File: src/rtl/vga_timing_gen.sv
// vga_timing_gen -- pixel-timing generator for the 640x480@60 Hz display path.
//
// Produces the scan coordinates (DrawX, DrawY), the visible-pixel qualifier
// (blank), the active-low VGA syncs (hs, vs) and a once-per-frame strobe
// (frame_end). Every output is registered and computed from the next-state
// counter values, so all outputs in a given cycle describe the same pixel.
//
// Ports:
//   vga_clk    in   1  pixel clock (only clock)
//   reset      in   1  synchronous, active-high reset
//   DrawX      out 10  horizontal count, 0..H_TOTAL-1
//   DrawY      out 10  vertical count,   0..V_TOTAL-1
//   blank      out  1  1 = visible pixel, 0 = blanking
//   hs         out  1  horizontal sync, active low
//   vs         out  1  vertical sync, active low
//   frame_end  out  1  one-cycle pulse on the last pixel of the frame
//
// Optional feature macro: VGA_SYNC_ALIGN_EN
//   When defined, hs/vs are delayed by two extra register stages (reset to 1)
//   so they line up with the color output of the two-cycle sprite pipeline.

module vga_timing_gen #(
    parameter int H_VISIBLE = 640,
    parameter int H_FP      = 16,
    parameter int H_SYNC    = 96,
    parameter int H_BP      = 48,
    parameter int V_VISIBLE = 480,
    parameter int V_FP      = 10,
    parameter int V_SYNC    = 2,
    parameter int V_BP      = 33
) (
    input  logic       vga_clk,
    input  logic       reset,
    output logic [9:0] DrawX,
    output logic [9:0] DrawY,
    output logic       blank,
    output logic       hs,
    output logic       vs,
    output logic       frame_end
);

    localparam int H_TOTAL = H_VISIBLE + H_FP + H_SYNC + H_BP;
    localparam int V_TOTAL = V_VISIBLE + V_FP + V_SYNC + V_BP;

    generate
        if (H_TOTAL > 1024 || V_TOTAL > 1024) begin : g_total_check
            $error("vga_timing_gen: H_TOTAL and V_TOTAL must both be <= 1024");
        end
    endgenerate

    // Inclusive bounds keep every compare within 10 bits even at a 1024 total.
    localparam logic [9:0] H_LAST     = 10'(H_TOTAL - 1);
    localparam logic [9:0] V_LAST     = 10'(V_TOTAL - 1);
    localparam logic [9:0] H_VIS_LAST = 10'(H_VISIBLE - 1);
    localparam logic [9:0] V_VIS_LAST = 10'(V_VISIBLE - 1);
    localparam logic [9:0] HS_FIRST   = 10'(H_VISIBLE + H_FP);
    localparam logic [9:0] HS_LAST    = 10'(H_VISIBLE + H_FP + H_SYNC - 1);
    localparam logic [9:0] VS_FIRST   = 10'(V_VISIBLE + V_FP);
    localparam logic [9:0] VS_LAST    = 10'(V_VISIBLE + V_FP + V_SYNC - 1);

    logic [9:0] hc_nxt;
    logic [9:0] vc_nxt;
    logic       blank_nxt;
    logic       hs_nxt;
    logic       vs_nxt;
    logic       fe_nxt;
    logic       hs_p0;
    logic       vs_p0;

    // DrawX/DrawY are the counters themselves; outputs derive from their next state.
    always_comb begin
        hc_nxt = DrawX + 10'd1;
        vc_nxt = DrawY;
        if (DrawX == H_LAST) begin
            hc_nxt = '0;
            vc_nxt = (DrawY == V_LAST) ? 10'd0 : DrawY + 10'd1;
        end
        blank_nxt = (hc_nxt <= H_VIS_LAST) && (vc_nxt <= V_VIS_LAST);
        hs_nxt    = !((hc_nxt >= HS_FIRST) && (hc_nxt <= HS_LAST));
        vs_nxt    = !((vc_nxt >= VS_FIRST) && (vc_nxt <= VS_LAST));
        fe_nxt    = (hc_nxt == H_LAST) && (vc_nxt == V_LAST);
    end

    // ---- stage p0: counters and pixel-aligned outputs ----
    always_ff @(posedge vga_clk) begin
        if (reset) begin
            DrawX     <= '0;
            DrawY     <= '0;
            blank     <= 1'b1;
            hs_p0     <= 1'b1;
            vs_p0     <= 1'b1;
            frame_end <= 1'b0;
        end else begin
            DrawX     <= hc_nxt;
            DrawY     <= vc_nxt;
            blank     <= blank_nxt;
            hs_p0     <= hs_nxt;
            vs_p0     <= vs_nxt;
            frame_end <= fe_nxt;
        end
    end

`ifdef VGA_SYNC_ALIGN_EN
    logic hs_p1;
    logic vs_p1;

    // ---- stages p1/p2: sync delay matching the sprite ROM + color registers ----
    always_ff @(posedge vga_clk) begin
        if (reset) begin
            hs_p1 <= 1'b1;
            vs_p1 <= 1'b1;
            hs    <= 1'b1;
            vs    <= 1'b1;
        end else begin
            hs_p1 <= hs_p0;
            vs_p1 <= vs_p0;
            hs    <= hs_p1;
            vs    <= vs_p1;
        end
    end
`else
    assign hs = hs_p0;
    assign vs = vs_p0;
`endif

endmodule

File: config.mk
export PLATFORM = sky130hd
export DESIGN_NAME = vga_timing_gen
export DESIGN_NICKNAME = d
export VERILOG_FILES = /design/src/rtl/vga_timing_gen.sv
export SDC_FILE = /design/constraint.sdc
export NUM_CORES = 1
export LEC_CHECK = 0
export BUFFER_PORTS_ARGS = -buffer_cell sky130_fd_sc_hd__buf_4
export CORE_MARGIN = 1.5
export CORE_UTILIZATION = 55
export DETAILED_ROUTE_END_ITERATION = 6
export PLACE_DENSITY = 0.78
export SLEW_MARGIN = 20
export SYNTH_ARGS = -nofsm -noshare
export SYNTH_HDL_FRONTEND = slang
export SYNTH_SLANG_ARGS = --single-unit
File: constraint.sdc
create_clock -name vga_clk -period 2.5 [get_ports vga_clk]
set_input_delay 0.5 -clock vga_clk [delete_from_list [all_inputs] [get_ports vga_clk]]
set_output_delay 0.5 -clock vga_clk [all_outputs]
set_load 0.01 [all_outputs]
==> impl_metrics.csv <==
group,metric,value,unit
synth,syn_inst,197,
synth,ys_ff_latch,24,
drt,wl,3820,um
drt,wl_met3,330,um
cells_and_area,mostFrequentLayoutCell,"buf_4",
sta,rsz0062_at_grt,"false",
pwr,switchingPower,140,uW
sta,fmax,0.440,GHz
global_route,grtUsageTotal,25.3,%
worst_setup_path,crit_fanout,11,
synth,ys_warn_count,0,
synth,synthDistinctLibCells,49,
clocking,clock_latency,320,ps
drt,drt-met1-wl,1740,um
floorplanning,fp.dieArea,3120,sq um
global_route,antenna_found_initial,0,
pwr,p_int,458,uW
cells_and_area,multiInputGateArea,971,sq um
sta,setup_violations,0,
drt,viasPerCell,6.30,
sta,tns,0,ps
synth,synth_area,1540,sq um
run,max-cap-violations,0,
synth,synthTopCellsByArea,"dfxtp_1 (31%), nor2_1 (4.4%), nand3_1 (4.2%)",
global_route,grt_overflow,0,
synth,postSynth.asyncResetShare,0,%
drt,wl_per_cell,15.4,um
synth,ys_seq_area_share,31.3,%
drt,ant_nets,0,
floorplanning,core-area,2570,sq um
clocking,cts_resized,0,
worst_setup_path,crit_type,"flip-flop to flip-flop",
sta,skew,3.20,ps
sta,slew_viol_final,0,
synth,synth_ff_type,"dfxtp_1",
cells_and_area,utilization,69.4,%
sta,min_period,2270,ps
clocking,clock_path_buffers,2,
drt,wl_met2,1710,um
cells_and_area,n_fill_cell,219,
global_route,grt_max_degree,25,
worst_setup_path,cp.arrival,2540,ps
clocking,hold_buffers,0,
cells_and_area,final_cell_mix,"buf_4 (33), dfxtp_1 (24), nor2_1 (18), nand3_1 (13), nand2_1 (12)",
floorplanning,fp.dieW,55.9,um
sta,post-route-period-util,90.9,%
floorplanning,rows,18,
pwr,power_leakage,0.000677,uW
synth,avgSynthCellArea,7.80,sq um
clocking,cts_tree,"done",
worst_setup_path,required,2760,ps
synth,synth-edff-count,0,
min_path,worstHoldPathType,"primary input to flip-flop",
clocking,root_buffer,"clkbuf_4",
place,io_buffer_count,25,
worst_setup_path,start_kind,"flip-flop",
drt,drc,0,
pwr,p_seq_share,65.3,%
sta,finalHoldViolations,0,
pwr,comb_power_share,5.7,%
synth,synth_top_area_cell,"dfxtp_1",
pwr,clockPowerShare,29.0,%
worst_setup_path,r2r_slack,230,ps
sta,relSlewSlack,66.6,%
sta,hold_ws,512,ps
clocking,postCtsSetupRepairBufs,0,
synth,syn_nets,203,
cells_and_area,syn_to_final_growth,16.0,%
cells_and_area,regArea,480,sq um
pwr,swShare,23.4,%
global_route,grt_pass1_wl,6350,um
cells_and_area,diodes,0,
global_route,grt_pass1_vias,1386,
clocking,cts_sinks,24,
worst_setup_path,cp-end-kind,"flip-flop",
pwr,vdd_drop_max,0.327,mV
floorplanning,num_io_pins,26,
floorplanning,initial_utilization,59.8,%
clocking,clkTransAtPathRegs,130,ps
place,routabilityCongestion,0.906,
place,dp_hpwl,2760,um
drt,via_count,1563,
synth,synth_top_cell_area_share,31.3,%
pwr,p_per_area,335,nW/um^2
drt,dr.first_iter.drc_count,88,
sta,worst_slack,226,ps
cells_and_area,nNetsFinal,226,
drt,top_layer_used,"met4",
run_status,outcome,"finished, final reports clean",
clocking,cts_buffers,3,
floorplanning,die_h,55.9,um
cells_and_area,layout-drive-gt1-share,19.3,%
clocking,cts_htree_levels,1,
drt,dr.pass1.iters,5,
sta,tightest_slew,488,ps
place,place_ws,257,ps
[cell usage after synthesis, types with 3 or more instances]
cell	count
buf_2	4
inv_1	6
nor2_1	18
nor4_1	5
dfxtp_1	24
nor2b_1	3
and3_1	7
clkbuf_1	10
ha_1	4
nand3_1	13
xor2_1	5
or3_1	3
and4_1	4
xnor2_1	5
a21oi_1	11
o21ai_0	5
nand2_1	12
o2111ai_1	3
nor3_1	8
nand4_1	8
nor3b_1	3
[critical path, cell delays in order (launching register included)]
cell     delay, ps
dfxtp_1        360
ha_1           230
nand4_2        170
or4_1          610
buf_4          210
or4_1          500
a21oi_1        140
[power by group through the flow]
stage,logic [uW],clock network [uW],registers (uW)
after floorplan,12.2,0,403
after global placement,33.2,0,398
after detailed placement,33.9,0,399
after CTS,34.0,178,390
after global routing,38.1,191,391
final,34.0,173,390
[metrics by stage]
| step | instance area (sq um) | total power, uW | std cells |
|---|---|---|---|
| 4_1_cts | 1780 | 603 | 248 |
| 5_1_grt | 1780 | 620 | 248 |
| 2_1_floorplan | 1540 | 416 | 197 |
| 3_5_place_dp | 1760 | 433 | 245 |
| 3_3_place_gp | 1760 | 432 | 245 |
| 6_report | 1780 | 598 | 248 |
[worst paths after layout]
kind | start | end | cells after the start
setup / recovery | DrawX[0]$_SDFF_PP0_ | DrawY[8]$_SDFF_PP0_ | 6
hold / removal | reset | DrawX[1]$_SDFF_PP0_ | 2
setup reg to reg | DrawX[0]$_SDFF_PP0_ | DrawY[8]$_SDFF_PP0_ | 6
hold reg to reg | DrawY[1]$_SDFF_PP0_ | DrawY[1]$_SDFF_PP0_ | 2
[cell families (layout without fill, tap and decap cells)]
group | Yosys count | count (layout) | share of synthesized area [%]
simple gates | 97 | 97 | 35.2
compound gates | 40 | 40 | 18.0
flops | 24 | 24 | 31.3
buf+inv | 21 | 42 | 5.94
xor+xnor | 10 | 10 | 5.70
fa+ha+maj | 4 | 4 | 3.26
mux | 1 | 1 | 0.651
[registers in the layout, summed over array words and instances, names as in the netlist]
signal,flops
DrawX,10
DrawY,10
vs,1
hs,1
blank,1
frame_end,1
[per-layer routing]
metal	vias to the layer above	GRT usage, %
met5	-	0
met4	0	10.2
met3	6	2.33
met2	69	36.6
met1	715	38.6
li1	773	-
[area by class of cell]
class | instances | area share [%]
multi-input combinational | 152 | 54.5
sequential | 24 | 27.0
timing repair buffer | 33 | 13.9
tap | 30 | 2.11
clock buffer | 3 | 1.26
inverter | 6 | 1.26
(Power assumes the default switching activity.)
